File: src/rtl/accum_drain_stage_if.sv
// accum_drain_stage_if
//   Bundles the per-beat upstream signals, the result handshake and the
//   status outputs of accum_drain_stage.
//   slave  : the accumulate/drain stage itself.
//   master : whoever drives the beats and consumes results (upstream pipe,
//            downstream sink, or a bench).
//   Signals:
//     in_valid, in_data, co_filter_in, done_in : beat from upstream
//     stall_out                                : upstream must hold
//     out_valid, out_ready, out_data           : result handshake
//     beat_cnt, done_out, busy, state_dbg      : status / debug
//   Handshake: a beat is consumed on a rising edge where in_valid=1 and
//   stall_out=0. A result transfers on a rising edge where out_valid=1 and
//   out_ready=1. out_data stays stable while out_valid=1 and the result has
//   not transferred.
interface accum_drain_stage_if #(
  parameter int DATA_WIDTH = 8,
  parameter int OUT_WIDTH  = 8,
  parameter int CNT_WIDTH  = 6
);
  logic                         in_valid;
  logic signed [DATA_WIDTH-1:0] in_data;
  logic                         co_filter_in;
  logic                         done_in;
  logic                         stall_out;
  logic                         out_valid;
  logic                         out_ready;
  logic signed [OUT_WIDTH-1:0]  out_data;
  logic [CNT_WIDTH-1:0]         beat_cnt;
  logic                         done_out;
  logic                         busy;
  logic [1:0]                   state_dbg;

  modport slave (
    input  in_valid, in_data, co_filter_in, done_in, out_ready,
    output stall_out, out_valid, out_data, beat_cnt, done_out, busy, state_dbg
  );

  modport master (
    output in_valid, in_data, co_filter_in, done_in, out_ready,
    input  stall_out, out_valid, out_data, beat_cnt, done_out, busy, state_dbg
  );
endinterface

File: src/rtl/accum_drain_stage.sv
// accum_drain_stage
//   Accumulates the signed per-tap products of one filter window and emits
//   one saturated result per window over a valid/ready handshake. While a
//   result is waiting, upstream is stalled. A done beat flushes the last
//   result, then pulses done_out for one cycle.
//   Ports:
//     clk  : clock, rising edge
//     rst  : asynchronous active-low reset
//     bus  : accum_drain_stage_if.slave (beats in, result out, status)
//   state_dbg encodes the FSM: 0=IDLE 1=ACCUM 2=FLUSH 3=DONE.
//   ACC_WIDTH must be greater than DATA_WIDTH.
module accum_drain_stage #(
  parameter int DATA_WIDTH = 8,
  parameter int ACC_WIDTH  = 20,
  parameter int OUT_WIDTH  = 8,
  parameter int CNT_WIDTH  = 6
) (
  input  logic                 clk,
  input  logic                 rst,
  accum_drain_stage_if.slave   bus
);

  typedef enum logic [1:0] {
    S_IDLE  = 2'd0,
    S_ACCUM = 2'd1,
    S_FLUSH = 2'd2,
    S_DONE  = 2'd3
  } state_t;

  // The most negative value is the bitwise complement of the most positive one.
  localparam logic signed [ACC_WIDTH-1:0] SAT_MAX = ACC_WIDTH'((1 << (OUT_WIDTH-1)) - 1);
  localparam logic signed [ACC_WIDTH-1:0] SAT_MIN = ~SAT_MAX;

  function automatic logic signed [OUT_WIDTH-1:0] sat(input logic signed [ACC_WIDTH-1:0] x);
    if (x > SAT_MAX)      return SAT_MAX[OUT_WIDTH-1:0];
    else if (x < SAT_MIN) return SAT_MIN[OUT_WIDTH-1:0];
    else                  return x[OUT_WIDTH-1:0];
  endfunction

  state_t                       state_q, state_d;
  logic signed [ACC_WIDTH-1:0]  acc_q, acc_d;
  logic [CNT_WIDTH-1:0]         cnt_q, cnt_d;
  logic                         ov_q, ov_d;
  logic signed [OUT_WIDTH-1:0]  od_q, od_d;

  logic                         stall;
  logic                         accept;
  logic                         close_win;
  logic signed [ACC_WIDTH-1:0]  sum;

  // Stall whenever a result is waiting, even for a beat that would not
  // close a window; FLUSH never takes beats.
  assign stall  = (ov_q & ~bus.out_ready) | (state_q == S_FLUSH);
  assign accept = bus.in_valid & ~stall;
  assign sum    = acc_q + {{(ACC_WIDTH-DATA_WIDTH){bus.in_data[DATA_WIDTH-1]}}, bus.in_data};
  // A done beat in ACCUM closes the window even without co_filter so the
  // partial sum is not lost.
  assign close_win = bus.co_filter_in | ((state_q == S_ACCUM) & bus.done_in);

  always_comb begin
    state_d = state_q;
    acc_d   = acc_q;
    cnt_d   = cnt_q;
    ov_d    = ov_q;
    od_d    = od_q;

    if (ov_q & bus.out_ready) ov_d = 1'b0;

    // A closing beat may land on the same edge as a drain (out_ready=1);
    // the new result then replaces the one just taken.
    if (accept) begin
      if (close_win) begin
        od_d  = sat(sum);
        ov_d  = 1'b1;
        acc_d = '0;
        cnt_d = '0;
      end else begin
        acc_d = sum;
        cnt_d = cnt_q + 1'b1;
      end
    end

    case (state_q)
      S_IDLE:  if (accept) state_d = S_ACCUM;
      S_ACCUM: if (accept & bus.done_in) state_d = S_FLUSH;
      S_FLUSH: if (~ov_q | bus.out_ready) state_d = S_DONE;
      S_DONE:  state_d = S_IDLE;
      default: state_d = S_IDLE;
    endcase
  end

  always_ff @(posedge clk or negedge rst) begin
    if (!rst) begin
      state_q <= S_IDLE;
      acc_q   <= '0;
      cnt_q   <= '0;
      ov_q    <= 1'b0;
      od_q    <= '0;
    end else begin
      state_q <= state_d;
      acc_q   <= acc_d;
      cnt_q   <= cnt_d;
      ov_q    <= ov_d;
      od_q    <= od_d;
    end
  end

  assign bus.stall_out = stall;
  assign bus.out_valid = ov_q;
  assign bus.out_data  = od_q;
  assign bus.beat_cnt  = cnt_q;
  assign bus.done_out  = (state_q == S_DONE);
  assign bus.busy      = (state_q != S_IDLE);
  assign bus.state_dbg = state_q;

endmodule
File: src/flat_wrapper.sv
// flat-port wrapper written by rule: the top's interface ports become plain ports
module accum_drain_stage_flat 
#(
  parameter int DATA_WIDTH = 8,
  parameter int ACC_WIDTH  = 20,
  parameter int OUT_WIDTH  = 8,
  parameter int CNT_WIDTH  = 6
)
  (clk, rst, bus_in_valid, bus_in_data, bus_co_filter_in, bus_done_in, bus_out_ready, bus_stall_out, bus_out_valid, bus_out_data, bus_beat_cnt, bus_done_out, bus_busy, bus_state_dbg);
  accum_drain_stage_if #(.DATA_WIDTH(DATA_WIDTH), .OUT_WIDTH(OUT_WIDTH), .CNT_WIDTH(CNT_WIDTH)) bus_i ();
  input  logic clk;
  input  logic rst;
  input wire logic [$bits(bus_i.in_valid)-1:0] bus_in_valid;
  input wire logic [$bits(bus_i.in_data)-1:0] bus_in_data;
  input wire logic [$bits(bus_i.co_filter_in)-1:0] bus_co_filter_in;
  input wire logic [$bits(bus_i.done_in)-1:0] bus_done_in;
  input wire logic [$bits(bus_i.out_ready)-1:0] bus_out_ready;
  output wire logic [$bits(bus_i.stall_out)-1:0] bus_stall_out;
  output wire logic [$bits(bus_i.out_valid)-1:0] bus_out_valid;
  output wire logic [$bits(bus_i.out_data)-1:0] bus_out_data;
  output wire logic [$bits(bus_i.beat_cnt)-1:0] bus_beat_cnt;
  output wire logic [$bits(bus_i.done_out)-1:0] bus_done_out;
  output wire logic [$bits(bus_i.busy)-1:0] bus_busy;
  output wire logic [$bits(bus_i.state_dbg)-1:0] bus_state_dbg;
  assign bus_i.in_valid = bus_in_valid;
  assign bus_i.in_data = bus_in_data;
  assign bus_i.co_filter_in = bus_co_filter_in;
  assign bus_i.done_in = bus_done_in;
  assign bus_i.out_ready = bus_out_ready;
  assign bus_stall_out = bus_i.stall_out;
  assign bus_out_valid = bus_i.out_valid;
  assign bus_out_data = bus_i.out_data;
  assign bus_beat_cnt = bus_i.beat_cnt;
  assign bus_done_out = bus_i.done_out;
  assign bus_busy = bus_i.busy;
  assign bus_state_dbg = bus_i.state_dbg;
  accum_drain_stage #(.DATA_WIDTH(DATA_WIDTH), .ACC_WIDTH(ACC_WIDTH), .OUT_WIDTH(OUT_WIDTH), .CNT_WIDTH(CNT_WIDTH)) u_core (.clk(clk), .rst(rst), .bus(bus_i));
endmodule
File: config.mk
export PLATFORM = sky130hd
export DESIGN_NAME = accum_drain_stage_flat
export DESIGN_NICKNAME = d
export VERILOG_FILES = /design/src/rtl/accum_drain_stage_if.sv /design/src/rtl/accum_drain_stage.sv /design/src/flat_wrapper.sv
export SDC_FILE = /design/constraint.sdc
export NUM_CORES = 1
export LEC_CHECK = 0
export BUFFER_PORTS_ARGS = -buffer_cell sky130_fd_sc_hd__buf_2
export CORE_MARGIN = 2
export CORE_UTILIZATION = 40
export CTS_CLUSTER_DIAMETER = 100
export DETAILED_ROUTE_END_ITERATION = 8
export PLACE_DENSITY = 0.71
export SLEW_MARGIN = 25
export SYNTH_ARGS = -nofsm -noshare
export SYNTH_HDL_FRONTEND = slang
export SYNTH_SLANG_ARGS = --single-unit
File: constraint.sdc
create_clock -name clk -period 7.91 [get_ports clk]
set_clock_uncertainty 0.1 [all_clocks]
set_input_delay 0.3955 -clock clk [delete_from_list [all_inputs] [get_ports clk]]
set_output_delay 0.3955 -clock clk [all_outputs]
set_load 0.02 [all_outputs]
### Word-level counts from Yosys, hierarchy flattened

Index checks and enable logic that the tools add are counted.
W data, S select, Z words.

* multiplexer cells: 11
* reductions and logical operators: 4
* eq/ne operators: 6
* add/subtract/negate cells: 2
* order comparisons: 2
* bitwise operators: 11

Operator list (count)
* $add A20 B20 Y20: 1
* $gt A20 B8 Y1 const B: 1
* $lt A20 B8 Y1 const B: 1
* $mux W20: 1
* $mux W8: 2
* $pmux W2 S4: 1
* $add A6 B1 Y6 const B: 1
* $mux W2: 3
* $mux W6: 1
* $and A1 B1 Y1: 5
* $eq A2 B2 Y1 const B: 2
* $ne A2 B2 Y1 const B: 2
* $mux W1: 3
* $not A1 Y1: 3
* $or A1 B1 Y1: 3
* $reduce_and A3 Y1: 1
* $eq A2 B1 Y1 const B: 1
* $logic_not A2 Y1: 1
* $ne A2 B1 Y1 const B: 1
* $reduce_and A2 Y1: 1
* $reduce_bool A2 Y1: 1

* word-level logic and storage cells: 41
* register bits after elaboration: 37
* output and inout bits: 20
* bits of input ports: 14

### Logic depth before layout (Yosys ltp)

Gate-level depths: netlist of the first run.

* word-level depth: 8
* depth in mapped cells: 11
* mapped depth without buffers: 10

### Least setup slack after synthesis of the first run

OpenSTA, ideal clock, no wires.

* path type: in2reg
* start: in bus_in_data[0]
* end: reg u_core.od_q[0], in the netlist u_core.bus.out_data[0]
* buffers on the path: 1
* data required time: 7.670 ns
* library setup time: 0.140 ns
* arrival: 2.741 ns
* path slack: 4.929 ns
* stages on the path: 11
* cells stage by stage: ha_1 fa_1 a211oi_2 o211ai_1 a41oi_2 a21oi_2 a221o_1 xor2_1 nor4bb_1 buf_4 o32ai_1

* longest elaborated chain between the ends: 4
* elaborated cells on any way between the ends: 5
* those cells by class: 1 x add/sub; 2 x order compare; 2 x mux

RTL lines
* from (decl): RTL line flat_wrapper.sv:14 `input wire logic [$bits(bus_i.in_data)-1:0] bus_in_data;`
* $add A20 B20 Y20 (*): RTL line accum_drain_stage.sv:55 `assign sum = acc_q + {{(ACC_WIDTH-DATA_WIDTH){bus.in_data[DATA_WIDTH-1]}}, bus.in_data};`
* $lt A20 B8 Y1: RTL line accum_drain_stage.sv:36 `else if (x < SAT_MIN) return SAT_MIN[OUT_WIDTH-1:0];`
* $mux W8: RTL line accum_drain_stage.sv:36
* $mux W8 (*): RTL line accum_drain_stage.sv:35 `if (x > SAT_MAX) return SAT_MAX[OUT_WIDTH-1:0];`
* to (signal assigned): RTL line accum_drain_stage.sv:98 `od_q <= '0;`
* to (signal assigned): RTL line accum_drain_stage.sv:104 `od_q <= od_d;`
* to (decl): RTL line accum_drain_stage.sv:44 `logic signed [OUT_WIDTH-1:0] od_q, od_d;`

Mark *: on every way between the ends. The rest lies on a longest branch, timed or not.
A chain may end at the register's enable or synchronous reset.

### Worst setup path in the final report of the first run

* start: reg u_core.acc_q[0]
* end: reg u_core.od_q[2], in the netlist u_core.bus.out_data[2]

* longest elaborated chain between the ends: 4
* elaborated cells on any way between the ends: 5
* those cells by class: 1 x add/sub; 2 x order compare; 2 x mux

RTL lines
* from (decl): RTL line accum_drain_stage.sv:41 `logic signed [ACC_WIDTH-1:0] acc_q, acc_d;`
* from (signal assigned): RTL line accum_drain_stage.sv:95 `acc_q <= '0;`
* from (signal assigned): RTL line accum_drain_stage.sv:101 `acc_q <= acc_d;`
* $add A20 B20 Y20 (*): RTL line accum_drain_stage.sv:55
* $lt A20 B8 Y1: RTL line accum_drain_stage.sv:36
* $mux W8: RTL line accum_drain_stage.sv:36
* $mux W8 (*): RTL line accum_drain_stage.sv:35

Marked as above.

==> results of run 1 <==
==> logic make-up after synthesis <==
kind of cell,after synthesis,synth area share (%)
XOR/XNOR,14,4.53
AO/OA/AOI/OAI,112,29.9
adder cells (fa/ha/maj),26,12.3
AND/OR/NAND/NOR,85,15.5
flip-flops,37,34.2
buffers and inverters,16,2.40
multiplexers,3,1.16
==> report_power, final <==
group	internal, mW	switching, mW	total, mW
Combinational	0.294	0.442	0.736
Clock	0.103	0.0731	0.176
Sequential	0.261	0.0536	0.314
==> synth_stat cells (4+ instances only) <==
| master | count | share of area, % |
|---|---|---|
| dfrtp_1 | 37 | 34 |
| inv_1 | 7 | 0.97 |
| xor2_1 | 7 | 2.3 |
| nor2_1 | 20 | 2.8 |
| ha_1 | 25 | 12 |
| a21oi_1 | 16 | 3.0 |
| nand3_1 | 4 | 0.74 |
| a21o_1 | 11 | 3.1 |
| nand4_1 | 4 | 0.92 |
| o21a_1 | 4 | 1.1 |
| xnor2_1 | 7 | 2.3 |
| clkbuf_1 | 7 | 0.97 |
| o21ai_0 | 25 | 4.6 |
| o211ai_1 | 7 | 1.9 |
| nor3_1 | 9 | 1.7 |
| a22o_1 | 10 | 3.2 |
| nand2_1 | 25 | 3.5 |
| o32ai_1 | 7 | 2.3 |
| and2_1 | 5 | 1.2 |
==> layer usage <==
layer / vias up / share of wire (%)
li1: 1181 / -
met3: 6 / 4.4
met4: 0 / 1.3
met2: 55 / 46
met1: 1147 / 48
met5: - / 0
==> flip-flops by register name (all words and copies together) (netlist names) <==
| name | cells |
|---|---|
| u_core.acc_q | 20 |
| u_core.bus.beat_cnt | 6 |
| u_core.bus.out_data | 8 |
| u_core.bus.out_valid | 1 |
| u_core.bus.state_dbg | 2 |
==> final timing paths <==
check                                            startpoint                             endpoint  slack [ns]  cells after the start
worst max register to register  u_core.acc_q[0]$_DFFE_PN0P_   u_core.bus.out_data[2]$_DFFE_PN0P_        4.24                     10
min in group clk                              bus_out_ready       u_core.bus.out_valid$_DFF_PN0_        0.31                      3
worst min register to register  u_core.acc_q[8]$_DFFE_PN0P_          u_core.acc_q[8]$_DFFE_PN0P_        0.39                      2
worst max-delay path            u_core.acc_q[0]$_DFFE_PN0P_   u_core.bus.out_data[2]$_DFFE_PN0P_        4.24                     10
max in group asynchronous                               rst   u_core.bus.out_data[6]$_DFFE_PN0P_        7.08                      1
worst min-delay path                                    rst  u_core.bus.state_dbg[1]$_DFFE_PN0P_         0.1                      1
==> per-stage QoR <==
stage	std cells	hold slack, ns	worst slack [ns]	power, mW	instance area (sq um)
floorplan	293	-0.0000911	4.93	0.866	2710
global placement	395	0.361	4.01	1.03	2940
detailed placement	395	0.376	3.88	1.05	2940
CTS	403	0.129	3.99	1.22	3060
global route	403	0.162	3.88	1.33	3060
finish	403	0.0951	4.24	1.23	3060
==> worst reg2reg max path, stage by stage (launching register included) <==
cell,delay [ns]
dfrtp_1,0.39
ha_1,0.24
fa_1,0.46
a211oi_2,0.26
o211ai_1,0.20
a211oi_1,0.42
o211ai_1,0.14
nor4_1,0.32
nand4_1,0.15
nor4bb_2,0.67
o32ai_1,0.18
==> cell type report <==
cell class,count,area [sq um],share of cell area (%)
well taps,77,96.3,3.15
multi-input cells,240,1720,56.2
clock buffers,6,82.6,2.70
inverters,7,26.3,0.858
repair buffers,34,173,5.64
clock inverters,2,37.5,1.23
flip-flops and latches,37,926,30.2
==> metrics.md, run 1 <==
| Metric | Value |
|---|---|
| Die W | `86.3 um` |
| Worst Setup End Kind | `flop` |
| Ports | `34` |
| FF+latch count, synth | `37` |
| Outcome | `finished clean` |
| WL/cell | `15.8 um` |
| CTS Buffer Depth | `2` |
| DR pass1 iterations | `4` |
| Via density per instance | `5.93` |
| Routed WL | `6370 um` |
| Pwr dens | `400 mW/mm^2` |
| Syn. warnings | `0` |
| CP top delay family | `compound AO/OA/AOI/OAI gates` |
| Fin crit share | `46.4%` |
| Worst hold path class | `in -> async` |
| Final core utilization | `47.4%` |
| TNS Setup | `0 ns` |
| N_diodes | `0` |
| Area of the core | `0.00646 sq mm` |
| Worst setup SP type | `flop` |
| RSZ-0062 raised after global routing | `no` |
| Die area | `0.00744 sq mm` |
| Max Cap Viol | `0` |
| Synth Flop Type | `dfrtp_1` |
| Final number of hold-violating endpoints | `0` |
| Worst-Margin Slew | `1.01 ns` |
| GR Util All Layers | `18.6%` |
| Rows | `29` |
| Initial antenna violation count | `0` |
| Final Max Tran Viols | `0` |
| First-pass GRT wire length | `11,200 um` |
| Hold-fix buffers at CTS | `0` |
| H-tree levels | `2` |
| Fmax | `0.272 GHz` |
| Nets | `365` |
| CTS tree | `done` |
| Routing usage on met1 | `25.6%` |
| Tmin final | `3.67 ns` |
| Port bufs | `33` |
| Count of cell types in the netlist | `55` |
| Sink Count | `37` |
| Top Usage Layer GRT | `met2` |
| GPL Wtd Cong | `0.880` |
| Clk root buf | `clkbuf_8` |
| Detail Route Antenna Nets | `0` |
| CP required | `7.96 ns` |
| WS Path Type | `reg -> reg` |
| Post-Synthesis Cells | `293` |
| CP arrival | `3.72 ns` |
| Initial Utilization | `41.9%` |
| CP bufs+invs | `0` |
| DR iter-0 viols | `214` |
| Synth async-reset ratio | `100%` |
| Area Growth Syn to Fin | `13.2%` |
| Max stage delay on crit path | `0.67 ns` |
| Die Y | `86.3 um` |
| Most common cell after layout, fill and taps aside | `dfrtp_1` |
| Global Route met2 Usage | `29.9%` |
| Pleak | `1.43 nW` |
| Detail Placement HPWL | `4740 um` |
| Crit Path Max Fanout | `7` |
| Most frequent cells in the layout | `dfrtp_1 (37), buf_2 (33), nand2_1 (25), o21ai_0 (25), ha_1 (25)` |
| Mapped Avg Cell Area | `9.24 sq um` |
| Peak VDD IR | `0.251 mV` |
| GRT overflow | `0` |
| Global Route met3 Usage | `3.05%` |
| Post_cts resized | `0` |
| Post-synth EDFFs | `0` |
| Filler cells | `624` |
| Slew margin rel. | `32.2%` |
| Post-synthesis sequential area ratio | `34.2%` |
| Final setup fails | `0` |
| Via Count | `2,389` |
| Num CTS Buffers | `5` |
| Share of cells above drive strength 1 | `16.6%` |
| Largest net degree at the start of global routing | `38` |
| CP most frequent cell | `o211ai_1` |
| Syn Nets | `333` |
| Post-route DRC | `0` |
| Vias in the first global route | `2,432` |
| Crit-path cells | `ha_1, fa_1, a211oi_2, o211ai_1, a211oi_1, o211ai_1, nor4_1, nand4_1, nor4bb_2, o32ai_1` |
| Setup Fix Bufs, Post-CTS | `0` |
| Slowest-stage cell, CP | `nor4bb_2` |
| Cell Area, Synth | `0.00271 sq mm` |
| Skew-Pair Late Insertion Delay | `0.30 ns` |
| Worst-path clk slew | `0.08 ns` |
Note: power is estimated with default switching activity, not from simulation.
==> run 2, diff against run 1 <==
==> constraint.sdc (replaced) <==
create_clock -name clk -period 3.7 [get_ports clk]
set_clock_uncertainty 0.1 [all_clocks]
set_input_delay 0.185 -clock clk [delete_from_list [all_inputs] [get_ports clk]]
set_output_delay 0.185 -clock clk [all_outputs]
set_load 0.02 [all_outputs]
==> run 2 against run 1 <==
  * Power grew 110%
  * Flip-flop and latch count unchanged
  * Combinational power rose by 110%
  * First-iteration DRC count decreased by 0.93%
  * Final cell count rose by 0.74%
==> metrics.md, run 2 (synthesis gave the netlist of run 1 again) <==
| Metric | Value |
|---|---|
| Outcome | `finished clean` |
| Worst Setup End Kind | `flop` |
| Sw power | `1.21 mW (+110%)` |
| CP top delay family | `compound AO/OA/AOI/OAI gates` |
| WL/cell | `16.1 um (+1.7%)` |
| Via Count | `2,376 (-0.54%)` |
| Area of the core | `0.00646 sq mm (unchanged)` |
| GRT overflow | `0 (unchanged)` |
| Most frequent cells in the layout | `dfrtp_1 (37), buf_2 (33), nand2_1 (25), o21ai_0 (25), ha_1 (25)` |
| GR Util All Layers | `18.8% (+0.22 points)` |
| Pwr dens | `834 mW/mm^2 (+110%)` |
| DR iter-0 viols | `212 (-0.93%)` |
| CTS tree | `done` |
| Detail Placement HPWL | `4800 um (+1.3%)` |
| Worst hold path class | `in -> reg` |
| Sink Count | `37 (unchanged)` |
| Crit Path Max Fanout | `7 (unchanged)` |
| Final setup fails | `0 (unchanged)` |
| First-pass GRT wire length | `11,100 um (-0.80%)` |
| Max stage delay on crit path | `0.44 ns (-0.23 ns)` |
| Slowest-stage cell, CP | `fa_1` |
| Register bank with the most flops | `u_core.acc_q` |
| Net Sw Frac | `47.6% (+1.2 points)` |
| N_diodes | `0 (unchanged)` |
| Final core utilization | `47.3% (-0.078 points)` |
| Post-route DRC | `0 (unchanged)` |
| TNS Setup | `0 ns (unchanged)` |
| CP required | `3.75 ns (-4.21 ns)` |
| DR pass1 iterations | `5 (+1)` |
| Final number of hold-violating endpoints | `0 (unchanged)` |
| Seq pwr share | `26.3% (+0.6 points)` |
| Worst-path clk slew | `0.08 ns (about the same)` |
| Filler cells | `645 (+3.4%)` |
| CP bufs+invs | `1 (+1)` |
| Largest register FFs | `20 (unchanged)` |
| Rows | `29 (unchanged)` |
| Ports | `34 (unchanged)` |
| Worst setup SP type | `flop` |
| Crit-path cells | `ha_1, fa_1, a211oi_2, o211ai_1, a211oi_1, o211ai_1, nor4_1, nand4_1, nor4bb_1, buf_4, o32ai_1` |
| Worst-Margin Slew | `0.847 ns (-0.165 ns)` |
| Port bufs | `33 (unchanged)` |
| CP most frequent cell | `o211ai_1` |
| Peak VDD IR | `0.462 mV (+84%)` |
| Clk root buf | `clkbuf_8` |
| Initial antenna violation count | `0 (unchanged)` |
| Skew-Pair Late Insertion Delay | `0.29 ns (about the same)` |
| Area Growth Syn to Fin | `13.0%` |
| Final Max Tran Viols | `0 (unchanged)` |
| Largest net degree at the start of global routing | `38 (unchanged)` |
| Fin crit share | `90.0% (+44 points)` |
| WS Path Type | `reg -> reg` |
| Vias in the first global route | `2,328 (-4.3%)` |
| Overall Power | `2.55 mW (+110%)` |
| CTS Buffer Depth | `2 (unchanged)` |
| Pint | `1.34 mW (+100%)` |
| Most common cell after layout, fill and taps aside | `dfrtp_1` |
| Die area | `0.00744 sq mm (unchanged)` |
| Slew margin rel. | `43.5% (+11 points)` |
| GPL Wtd Cong | `0.900 (+2.3%)` |
| Setup Fix Bufs, Post-CTS | `0 (unchanged)` |
| Via density per instance | `5.85 (-1.3%)` |
| CP arrival | `3.38 ns (-0.34 ns)` |
| Pleak | `1.44 nW (+0.59%)` |
| Fmax | `0.300 GHz (+10%)` |
| Clock Power Share | `11.9% (-2.4 points)` |
| Num CTS Buffers | `5 (unchanged)` |
| Initial Utilization | `41.9% (unchanged)` |
| H-tree levels | `2 (unchanged)` |
| Nets | `368 (+0.82%)` |
| Share of cells above drive strength 1 | `16.7% (+0.15 points)` |
| RSZ-0062 raised after global routing | `no` |
| Die W | `86.3 um (unchanged)` |
| Detail Route Antenna Nets | `0 (unchanged)` |
| Max Cap Viol | `0 (unchanged)` |
| Tmin final | `3.33 ns (-0.342 ns)` |
| Post_cts resized | `0 (unchanged)` |
| Die Y | `86.3 um (unchanged)` |
| Combinational share of power | `61.7% (+1.7 points)` |
| Routed WL | `6530 um (+2.5%)` |
| Hold-fix buffers at CTS | `1 (+1)` |
## run 2: cell count changes in the layout (fill, tap and decap cells not counted)
cell,previous run,this run
dlygate4sd3_1,0,1
clkinv_4,0,1
clkinvlp_4,1,0
nor4bb_1,0,1
nor4bb_2,1,0
bufinv_16,1,0
buf_4,1,3
clkinv_2,0,1
## run 2: worst reg2reg max path, stage by stage (launching register included)
cell	delay [ns]
dfrtp_1	0.39
ha_1	0.24
fa_1	0.44
a211oi_2	0.26
o211ai_1	0.20
a211oi_1	0.39
o211ai_1	0.14
nor4_1	0.31
nand4_1	0.12
nor4bb_1	0.30
buf_4	0.21
o32ai_1	0.10
## run 2: cell type report
| cell class | count | area (sq um) | share of cell area [%] |
|---|---|---|---|
| Sequential cell | 37 | 926 | 30.3 |
| Timing Repair Buffer | 37 | 198 | 6.46 |
| Tap cell | 77 | 96.3 | 3.15 |
| Clock inverter | 2 | 13.8 | 0.450 |
| Inverter | 7 | 26.3 | 0.859 |
| Multi-Input combinational cell | 240 | 1720 | 56.1 |
| Clock buffer | 6 | 82.6 | 2.70 |
## run 2: routing by layer
layer  GRT usage (%)  wire length (um)
met1            26.8              3200
met2            29.6              3010
met3            3.24               249
met4            5.26                72
met5               0                 0
## run 2: power groups by stage
| stage | combinational [mW] | sequential [mW] | clock (mW) |
|---|---|---|---|
| after floorplan | 1.12 | 0.736 | 0 |
| after global placement | 1.53 | 0.671 | 0 |
| after detailed placement | 1.56 | 0.677 | 0 |
| after CTS | 1.57 | 0.671 | 0.313 |
| after global routing | 1.75 | 0.694 | 0.325 |
| final | 1.57 | 0.671 | 0.304 |
## run 2: path summary, 6_finish.rpt
check                                                         from                                   to  slack, ns  cells past startpoint
worst min-delay path                                 bus_out_ready       u_core.bus.out_valid$_DFF_PN0_       0.09                      3
worst max register to register         u_core.acc_q[0]$_DFFE_PN0P_   u_core.bus.out_data[3]$_DFFE_PN0P_       0.37                     11
min in group asynchronous                                      rst  u_core.bus.state_dbg[1]$_DFFE_PN0P_       0.43                      2
max in group asynchronous                                      rst         u_core.acc_q[11]$_DFFE_PN0P_       2.53                      2
worst min register to register  u_core.bus.out_data[7]$_DFFE_PN0P_   u_core.bus.out_data[7]$_DFFE_PN0P_       0.40                      1
worst max-delay path                   u_core.acc_q[0]$_DFFE_PN0P_   u_core.bus.out_data[3]$_DFFE_PN0P_       0.37                     11
## run 2: through the flow
step           worst slack, ns  area, sq um  instances  hold WS [ns]
2_1_floorplan            0.761         2710        293        -0.211
3_3_place_gp             0.476         2950        397         0.241
3_5_place_dp             0.395         2950        397         0.261
4_1_cts                  0.366         3060        406        0.0847
5_1_grt                  0.151         3060        406         0.111
6_report                 0.369         3060        406        0.0875
